==> src/rtl/acs_4state.sv <==
// Add-compare-select for the 4-state K=3 rate-1/2 Viterbi trellis (g0=7, g1=5).
// One step per bm_valid cycle, results registered 1 cycle later; no backpressure.
module acs_4state #(
  parameter int PM_W      = 8,
  parameter int INIT_BIAS = 16
) (
  input  logic            clk,
  input  logic            rst,
  input  logic            bm_valid,
  input  logic            frame_start,
  input  logic [1:0]      bm00,
  input  logic [1:0]      bm01,
  input  logic [1:0]      bm10,
  input  logic [1:0]      bm11,
  output logic            dec_valid,
  output logic [3:0]      decisions,
  output logic [PM_W-1:0] pm0,
  output logic [PM_W-1:0] pm1,
  output logic [PM_W-1:0] pm2,
  output logic [PM_W-1:0] pm3,
  output logic [1:0]      best_state,
  output logic            norm_flag
);

  localparam logic [PM_W-1:0] BIAS = PM_W'(INIT_BIAS);

  logic [3:0][PM_W-1:0] pm_q;
  logic [3:0][PM_W-1:0] old_pm;
  logic [3:0][PM_W-1:0] cand_u;
  logic [3:0][PM_W-1:0] cand_l;
  logic [3:0][PM_W-1:0] raw_pm;
  logic [3:0][PM_W-1:0] new_pm;
  logic [3:0]           dec_d;
  logic                 all_msb;
  logic [1:0]           best_d;

  // Sum is formed one bit wider so a carry out saturates instead of wrapping.
  function automatic logic [PM_W-1:0] sat_add(input logic [PM_W-1:0] a, input logic [1:0] b);
    logic [PM_W:0] s;
    s = {1'b0, a} + {{(PM_W-1){1'b0}}, b};
    sat_add = s[PM_W] ? {PM_W{1'b1}} : s[PM_W-1:0];
  endfunction

  function automatic logic [1:0] argmin(input logic [3:0][PM_W-1:0] m);
    logic [1:0]      idx;
    logic [PM_W-1:0] v;
    idx = 2'd0;
    v   = m[0];
    for (int i = 1; i < 4; i++) begin
      if (m[i] < v) begin
        v   = m[i];
        idx = 2'(i);
      end
    end
    argmin = idx;
  endfunction

  assign old_pm = (frame_start && bm_valid) ? {BIAS, BIAS, BIAS, {PM_W{1'b0}}} : pm_q;

  // Upper predecessor is the even state, lower the odd one.
  assign cand_u[0] = sat_add(old_pm[0], bm00);
  assign cand_l[0] = sat_add(old_pm[1], bm11);
  assign cand_u[1] = sat_add(old_pm[2], bm10);
  assign cand_l[1] = sat_add(old_pm[3], bm01);
  assign cand_u[2] = sat_add(old_pm[0], bm11);
  assign cand_l[2] = sat_add(old_pm[1], bm00);
  assign cand_u[3] = sat_add(old_pm[2], bm01);
  assign cand_l[3] = sat_add(old_pm[3], bm10);

  always_comb begin
    dec_d  = '0;
    raw_pm = '0;
    for (int s = 0; s < 4; s++) begin
      dec_d[s]  = (cand_l[s] < cand_u[s]);
      raw_pm[s] = dec_d[s] ? cand_l[s] : cand_u[s];
    end
  end

  assign all_msb = raw_pm[0][PM_W-1] & raw_pm[1][PM_W-1] &
                   raw_pm[2][PM_W-1] & raw_pm[3][PM_W-1];

  always_comb begin
    new_pm = raw_pm;
    if (all_msb) begin
      for (int s = 0; s < 4; s++) begin
        new_pm[s][PM_W-1] = 1'b0;
      end
    end
  end

  assign best_d = argmin(new_pm);

  always_ff @(posedge clk) begin
    if (rst) begin
      pm_q       <= {BIAS, BIAS, BIAS, {PM_W{1'b0}}};
      decisions  <= '0;
      best_state <= '0;
      dec_valid  <= 1'b0;
      norm_flag  <= 1'b0;
    end else begin
      dec_valid <= bm_valid;
      norm_flag <= bm_valid & all_msb;
      if (bm_valid) begin
        pm_q       <= new_pm;
        decisions  <= dec_d;
        best_state <= best_d;
      end
    end
  end

  assign pm0 = pm_q[0];
  assign pm1 = pm_q[1];
  assign pm2 = pm_q[2];
  assign pm3 = pm_q[3];

endmodule

==> config.mk <==
export PLATFORM = sky130hd
export DESIGN_NAME = acs_4state
export DESIGN_NICKNAME = d
export VERILOG_FILES = /design/src/rtl/acs_4state.sv
export SDC_FILE = /design/constraint.sdc
export NUM_CORES = 1
export LEC_CHECK = 0
export ABC_AREA = 0
export CELL_PAD_IN_SITES_DETAIL_PLACEMENT = 1
export CELL_PAD_IN_SITES_GLOBAL_PLACEMENT = 1
export CORE_MARGIN = 4
export CORE_UTILIZATION = 44
export DETAILED_ROUTE_END_ITERATION = 8
export DONT_BUFFER_PORTS = 1
export GPL_TIMING_DRIVEN = 0
export PLACE_DENSITY = 0.84
export SETUP_SLACK_MARGIN = 0.3
export SLEW_MARGIN = 25
export SYNTH_ARGS = -nofsm -noshare
export SYNTH_HDL_FRONTEND = slang
export SYNTH_SLANG_ARGS = --single-unit
==> constraint.sdc <==
create_clock -name clk -period 10.14 [get_ports clk]
set_clock_uncertainty 0.05 [all_clocks]
set_input_delay 0.507 -clock clk [delete_from_list [all_inputs] [get_ports clk]]
set_output_delay 0.507 -clock clk [all_outputs]
set_load 0.02 [all_outputs]
==> metrics.txt, run 1 <==
worst endpoint data arrival time=10,320 ps; grt ovf=0; CP startpoint kind=input pin; Slowest cell on crit path=or4_4; Crit Path Category=input pin to flip-flop; row count=39; drt pass-1 iters=6; failing checks=negative setup slack; Max Root-Sink Buffers=2; Stages on worst setup path=50; initial DRC count=761; Req. time, crit path=10,300 ps; Post-Syn Area=0.00521 mm2; Worst-Margin Slew=1000 ps; share of layout cells above drive strength 1=19.6%; Crit path top cell by count=ha_1; number of I/O pins=52; Core Area=0.0115 mm2; Synth async-reset ratio=0%; Synth Register Bits=40; clock sinks=40; Final Cycle Share=100%; R2R setup slack=150 ps; port bufs=0; Vias/cell=7.17; TritonCTS buffer count=5; power per cell area=~260 mW/mm2; Critical R2R Capture=best_state[0]; share of the synthesized area in the top cell type=15.4%; EDFF count, synth=0; vias in the first global route=between 5,000 and 6,000; synthesis-to-finish area growth=21.5%; Vias=6,477; Routed WL per cell=29.1 um; Final Hold Viols=0; antenna violations before repair=0; Gate Count Post-Synth=713; post-synthesis sequential area ratio=15.4%; Routed WL=around 26,000 um; largest net degree at the start of global routing=14; clk_lat worst skew=310 ps; post-synth top area cell=dfxtp_1; adder-cell share of the synthesized area=16.0%; worst-path fanout max=10; Leak=2.70 nW; crit path from=bm_valid; Die X-Extent=117 um; post-synthesis simple-gate area fraction=24.8%; xor-xnor portion of the synthesized cell area=4.37%; WP buf/inv=10; Final Non-Filler Cells=903; Synth area leaders=dfxtp_1, ha_1, mux2i_1; compound-gate portion of the synthesized area=21.0%; RR Startpoint=pm0[1]; Syn Nets=789; CP Capture Type=flip-flop; CTS tree=yes; max_cap viols=0; relative max-transition margin=between 30% and 40%; clock root cell=clkbuf_16; syn_area_per_cell=7.31 um2; Commonest cells post-synth=nor2_1, ha_1, nand2_1, mux2i_1; hold_buf cts=0; # DRC=0; fin. max-slew vios=0; R2R cell count=47; Final GP Congestion=0.944; Die Height=around 120 um; overall routing resource usage=30.9%; most frequent cell after synthesis=nor2_1; post-synth cell types=67; largest family of logic cells by synthesized area=simple AND/OR/NAND/NOR gates; DIE AREA=~0.014 mm2; Starting Density=45.2%; Fin Hold WS=537 ps; ANT nets after route=0; largest delay contributor family on the critical path=simple AND/OR/NAND/NOR gates; Worst Slack Setup Final=-19.3 ps; Hold Path Class=flip-flop to flip-flop; Tmin final=10,160 ps; Worst VDD drop=~0.00019 V; mux share of post-synthesis cell area=12.4%; Yosys warning count=0; Setup Viol. Count Final=1; Peak Freq=0.0984 GHz; # nets final=835; Largest stage delay, worst path=600 ps; dpl hpwl=roughly 16,000 um; first-pass GRT wire length=32,700 um; htree depth=2; status=finished, violations left; antenna cell count=0; worst setup path end=best_state[0]; commonest register cell after synthesis=dfxtp_1; Reg clk slew, reported paths=70 ps; Placed Cells=856
-- cells by family after synthesis --
logic type | after synthesis
xor+xnor | 26
fa+ha+maj | 67
simple gates | 276
mux | 63
buf+inv | 79
flops | 40
compound gates | 162
-- layout make-up --
type	instances	area, um2
clock inverters	2	16.3
fillers	1407	5180
plain buffers	37	224
multi-input cells	594	4520
inverters	42	158
repair buffers	39	300
clock buffers	6	129
flip-flops and latches	40	801
well taps	143	179
-- worst register-to-register path: cells and delay by family, from the launching register on --
family / cells / cell delay (ps)
AO/OA/AOI/OAI: 14 / 2870
XOR/XNOR: 2 / 340
adder cells (fa/ha/maj): 5 / 1500
buffers and inverters: 8 / 1590
flip-flops: 1 / 460
multiplexers: 2 / 370
AND/OR/NAND/NOR: 16 / 2710
-- per-stage QoR --
stage          power (mW)  cell area, um2  setup TNS (ps)  worst slack [ps]  utilization [%]
2_1_floorplan       0.847            5210               0               303                -
3_3_place_gp         1.01            5390           -4420             -2220             46.8
3_5_place_dp         1.06            5390           -5430             -2730             46.8
4_1_cts              1.33            5800               0               318             50.4
5_1_grt              1.68            6330            -282              -150             55.0
6_report             1.63            6330           -19.3             -19.3             55.0
-- how the worst min path moves through the flow --
stage                               end  slack (ps)     startpoint  cells after the start
final                      decisions[3]         540   decisions[3]                      2
after floorplan            decisions[3]         500   decisions[3]                      2
after detailed placement   decisions[3]         530   decisions[3]                      2
after global placement     decisions[3]         520   decisions[3]                      2
after global routing       decisions[3]         580   decisions[3]                      2
after CTS                 best_state[1]         540  best_state[1]                      2
-- routing by layer --
layer	vias up	track usage, %	routed length [um]
met5	-	0	0
met4	0	12.8	1930
met3	200	6.68	3060
met2	568	48.7	11600
met1	3039	40.9	9710
li1	2670	-	-
-- placed cells by master (no fill, tap or decap), types with 21 or more instances in the layout --
cell type and n:
clkbuf_1 23, a21oi_1 33, buf_4 38, dfxtp_1 40
o21ai_0 22, mux2i_1 46, nor3_1 21, ha_1 58
nand2_1 59, inv_1 39, nor2_1 100
-- state kept, by name (all words and copies together), names as in the netlist --
signal	cells
pm1	8
pm0	8
norm_flag	1
decisions	4
best_state	2
pm3	8
pm2	8
dec_valid	1
-- repair_timing --
item                                    CTS  global route
gates resized for setup                  39            76
setup buffers                            12            27
endpoints found under the setup margin    2             2
endpoints found under the hold margin     0             0
pin swaps                                 3            23
-- power by group --
group / switching (mW) / internal [mW] / leakage, nW / total, mW
registers: 0.0504 / 0.177 / 0.328 / 0.227
logic: 0.709 / 0.522 / 2.30 / 1.23
clock network: 0.0817 / 0.0923 / 0.0671 / 0.174
No activity file was read; power rests on OpenSTA's default activity.
==> run 2, diff against run 1 <==
==> constraint.sdc (replaced) <==
create_clock -name clk -period 10.14 [get_ports clk]
set_clock_uncertainty 0.05 [all_clocks]
set_input_delay 0.507 -clock clk [delete_from_list [all_inputs] [get_ports clk]]
set_output_delay 0.507 -clock clk [all_outputs]
set_load 0.01 [all_outputs]
==> metrics.txt, run 2 (same netlist as run 1, synthesis figures left out) <==
status=complete, no violations; DIE AREA=0.0136 mm2 (unchanged); RR Startpoint=pm1[1]; Worst-Margin Slew=931 ps (-72.8 ps); Worst VDD drop=0.000163 V (-15%); Core Area=0.0115 mm2 (unchanged); Die Height=117 um (unchanged); Leak=2.72 nW (+0.93%); Placed Cells=856 (unchanged); Slowest cell on crit path=or4_4; dpl hpwl=15,700 um (unchanged); register area=801 um2 (unchanged); CP startpoint kind=input pin; CTS tree=yes; row count=39 (unchanged); clock root cell=clkbuf_16; # nets final=837 (+0.24%); ANT nets after route=0 (unchanged); Vias=6,271 (-3.2%); Clk pwr share=10.9% (+0.2 points); Max Root-Sink Buffers=2 (unchanged); fin. max-slew vios=0 (unchanged); Peak Freq=0.100 GHz (+1.7%); grt ovf=0 (unchanged); Starting Density=45.2% (unchanged); Switch Pwr=0.785 mW (-6.7%); antenna violations before repair=0 (unchanged); Hold Path Class=flip-flop to flip-flop; hold_buf cts=0 (unchanged); Fin Hold WS=483 ps (-53.8 ps); synthesis-to-finish area growth=22.0%; port bufs=0 (unchanged); clk_lat worst skew=300 ps (about the same); fill count=1,407 (unchanged); worst-path fanout max=10 (unchanged); crit path from=bm_valid; leading cell type in the layout, fill and taps excluded=nor2_1; htree depth=2 (unchanged); Final GP Congestion=0.944 (unchanged); most frequent cells in the layout=nor2_1, nand2_1, ha_1; Die X-Extent=117 um (unchanged); clock sinks=40 (unchanged); TritonCTS buffer count=5 (unchanged); Crit path top cell by count=a21o_1; hold wc startpoint=decisions[3]; antenna cell count=0 (unchanged); share of layout cells above drive strength 1=19.8% (+0.21 points); cell-internal power=0.779 mW (-1.5%); Setup Viol. Count Final=0 (-1); worst endpoint data arrival time=10,140 ps (-180 ps); largest net degree at the start of global routing=14 (unchanged); Final Hold Viols=0 (unchanged); Largest stage delay, worst path=580 ps (-20 ps); relative max-transition margin=37.7% (+4.6 points); Gate power share=75.5% (about the same); drt pass-1 iters=5 (-1); pre-CTS setup slack=-2720 ps (+5.59 ps); Final Non-Filler Cells=905 (+0.22%); max_cap viols=0 (unchanged); CP Capture Type=flip-flop; Reg power frac=13.6% (-0.3 points); Final Cycle Share=98.5% (-1.7 points); Req. time, crit path=10,290 ps (about the same); number of I/O pins=52 (unchanged); Worst Slack Setup Final=149 ps (+168 ps); overall routing resource usage=30.9% (about the same); Routed WL per cell=27.3 um (-6.2%); Reg clk slew, reported paths=70 ps (about the same); # DRC=0 (unchanged); Crit Path Category=input pin to flip-flop; Routed WL=24,700 um (-6.0%); power per cell area=246 mW/mm2 (-4.5%); Power, Total=1.56 mW (-4.2%); area occupied by multi-input gates=0.00453 mm2 (about the same); vias in the first global route=6,000 (+0.033%); first-pass GRT wire length=32,700 um (about the same); Tmin final=9990 ps (-168 ps); initial DRC count=666 (-12%); Net Sw Frac=50.2% (-1.4 points); Vias/cell=6.93 (-3.4%)
run 2: metrics by stage:
step,cell area (um2),util [%],TNS [ps]
after floorplan,5210,-,0
after global placement,5390,46.8,-4410
after detailed placement,5390,46.8,-5420
after CTS,5810,50.4,0
after global routing,6350,55.2,-265
final,6350,55.2,0
run 2: final cells by class:
| type | count | area share, % |
|---|---|---|
| well taps | 143 | 2.82 |
| clock buffers | 6 | 2.03 |
| plain buffers | 37 | 3.60 |
| inverters | 42 | 2.48 |
| multi-input cells | 594 | 71.2 |
| repair buffers | 41 | 4.96 |
| clock inverters | 2 | 0.256 |
| flip-flops and latches | 40 | 12.6 |
run 2: metal layers:
| layer | global-route usage (%) | vias to the layer above | part of all wire, % |
|---|---|---|---|
| met1 | 41.0 | 3044 | 39 |
| met4 | 12.8 | 0 | 5.6 |
| met3 | 6.68 | 126 | 11 |
| li1 | - | 2673 | - |
| met5 | 0 | - | 0 |
| met2 | 48.7 | 428 | 45 |
run 2: critical path: cells and delay by family:
kind	cells	cell delay [ps]
AO/OA/AOI/OAI	18	3390
AND/OR/NAND/NOR	15	2620
adder cells (fa/ha/maj)	6	1650
buffers and inverters	8	1260
multiplexers	2	550
XOR/XNOR	1	130
run 2: power by group through the flow:
stage	Sequential [mW]	Combinational, mW	Clock (mW)
finish	0.213	1.18	0.171
global route	0.214	1.25	0.176
CTS	0.211	0.935	0.168
detailed placement	0.215	0.831	0
global placement	0.214	0.778	0
floorplan	0.204	0.629	0
run 2: what timing repair did:
| item | CTS | global route |
|---|---|---|
| resized for setup | 40 | 81 |
| buffers inserted | 12 | 29 |
| pin swaps | 3 | 25 |
| setup endpoints to repair | 2 | 2 |
run 2: worst paths after layout:
kind | end | slack, ps | cells after the start
hold reg to reg | decisions[3] | 480 | 2
hold / removal | decisions[3] | 480 | 2
setup reg to reg | best_state[0] | 360 | 49
setup / recovery | best_state[0] | 150 | 50
==> run 3, diff against run 2 <==
--- a/config.mk
+++ b/config.mk
@@ -8,7 +8,7 @@
 export ABC_AREA = 0
 export CELL_PAD_IN_SITES_DETAIL_PLACEMENT = 1
 export CELL_PAD_IN_SITES_GLOBAL_PLACEMENT = 1
-export CORE_MARGIN = 4
+export CORE_MARGIN = 3
 export CORE_UTILIZATION = 44
 export DETAILED_ROUTE_END_ITERATION = 8
 export DONT_BUFFER_PORTS = 1
==> metrics.txt, run 3 (same netlist as run 1, synthesis figures left out) <==
clock root cell=clkbuf_16; Final GP Congestion=0.949 (+0.60%); synthesis-to-finish area growth=18.6%; Routed WL per cell=26.2 um (-4.2%); Vias/cell=6.76 (-2.5%); drt pass-1 iters=5 (unchanged); CP startpoint kind=input pin; Leak=2.63 nW (-3.3%); antenna violations before repair=0 (unchanged); Tmin final=10,070 ps (+78.6 ps); TritonCTS buffer count=5 (unchanged); Crit Path Category=input pin to flip-flop; Reg clk slew, reported paths=70 ps (about the same); pre-CTS setup slack=-2760 ps (-38.7 ps); first-pass GRT wire length=32,400 um (-1.2%); Final Hold Viols=0 (unchanged); status=complete, no violations; # nets final=828 (-1.1%); CP Capture Type=flip-flop; share of layout cells above drive strength 1=17.5% (-2.3 points); relative max-transition margin=35.6% (-2.0 points); largest net degree at the start of global routing=15 (+1); Core Area=0.0115 mm2 (unchanged); initial DRC count=603 (-9.5%); Max Root-Sink Buffers=2 (unchanged); Worst-Margin Slew=961 ps (+30.4 ps); fill count=1,435 (+2.0%); worst-path fanout max=10 (unchanged); register area=801 um2 (unchanged); power per cell area=241 mW/mm2 (-1.9%); port bufs=0 (unchanged); Worst VDD drop=0.000165 V (+1.3%); antenna cell count=0 (unchanged); # DRC=0 (unchanged); Vias=6,056 (-3.4%); vias in the first global route=5,940 (-1.0%); overall routing resource usage=31.3% (+0.39 points); Hold Path Class=flip-flop to flip-flop; Req. time, crit path=10,310 ps (+20 ps); Fin Hold WS=489 ps (+5.95 ps); Crit path top cell by count=nor2_1; Starting Density=45.2% (unchanged); leading cell type in the layout, fill and taps excluded=nor2_1; clk_lat worst skew=310 ps (about the same); htree depth=2 (unchanged); dpl hpwl=15,700 um (about the same); largest delay contributor family on the critical path=simple AND/OR/NAND/NOR gates; DIE AREA=0.0132 mm2 (-3.4%); Slowest cell on crit path=a31oi_1; grt ovf=0 (unchanged); clock sinks=40 (unchanged); Peak Freq=0.0993 GHz (-0.78%); fin. max-slew vios=0 (unchanged); WP buf/inv=9 (+1); number of I/O pins=52 (unchanged); worst endpoint data arrival time=10,240 ps (+100 ps); max_cap viols=0 (unchanged); row count=39 (unchanged); Largest stage delay, worst path=590 ps (about the same); Die X-Extent=115 um (-1.7%); most frequent cells in the layout=nor2_1, ha_1, nand2_1; Routed WL=23,500 um (-5.2%); Worst Slack Setup Final=70.3 ps (-78.6 ps); ANT nets after route=0 (unchanged); utilization of the core after routing=53.7% (-1.5 points); Final Cycle Share=99.3% (+0.78 points); CTS tree=yes; area occupied by multi-input gates=0.00442 mm2 (-2.2%); Die Height=115 um (-1.7%); Setup Viol. Count Final=0 (unchanged)
## run 3: cell type report
type	instances	share of cell area, %
repair buffers	32	4.01
clock buffers	5	2.02
plain buffers	37	3.62
well taps	143	2.90
inverters	42	2.55
flip-flops and latches	40	13.0
multi-input cells	594	71.6
clock inverters	3	0.344
## run 3: per-layer routing
layer	GRT usage, %	part of all wire (%)
met1	40.2	39
met2	51.9	46
met3	6.95	9.5
met4	10.8	5.8
met5	0	0
## run 3: what timing repair did
| action | in CTS | in global routing |
|---|---|---|
| hold buffers | 0 | 0 |
| endpoints found under the hold margin | 0 | 0 |
| pin swaps | 5 | 26 |
| buffers inserted | 13 | 19 |
| resized for setup | 38 | 59 |
| setup endpoints to repair | 2 | 2 |
| cloned | 0 | 0 |
## run 3: worst paths after layout
| kind | endpoint | start | slack [ps] | cells past startpoint |
|---|---|---|---|---|
| worst min register to register | best_state[1] | best_state[1] | 490 | 2 |
| worst min-delay path | best_state[1] | best_state[1] | 490 | 2 |
| worst max register to register | best_state[0] | pm1[1] | 240 | 46 |
| worst max-delay path | best_state[0] | bm_valid | 70 | 50 |
## run 3: power breakdown
part	leakage [nW]	switching, mW	total, mW	internal (mW)
clock	0.0702	0.0819	0.174	0.0920
sequential	0.328	0.0347	0.211	0.177
combinational	2.23	0.643	1.11	0.464
total	2.63	0.760	1.49	0.733
## run 3: worst register-to-register path, delay by kind of cell (launching register included)
kind	cells	cell delay [ps]
fa+ha+maj	5	1450
simple gates	17	2960
mux	3	610
compound gates	14	2980
xor+xnor	1	170
buf+inv	6	1200
flops	1	380
## run 3: per-stage QoR
step	instances	TNS [ps]	power, mW	instance area, um2
finish	896	0	1.49	6180
global route	896	-334	1.57	6180
detailed placement	856	-5510	1.04	5390
global placement	856	-4310	0.990	5390
floorplan	713	0	0.833	5210
CTS	877	0	1.30	5810
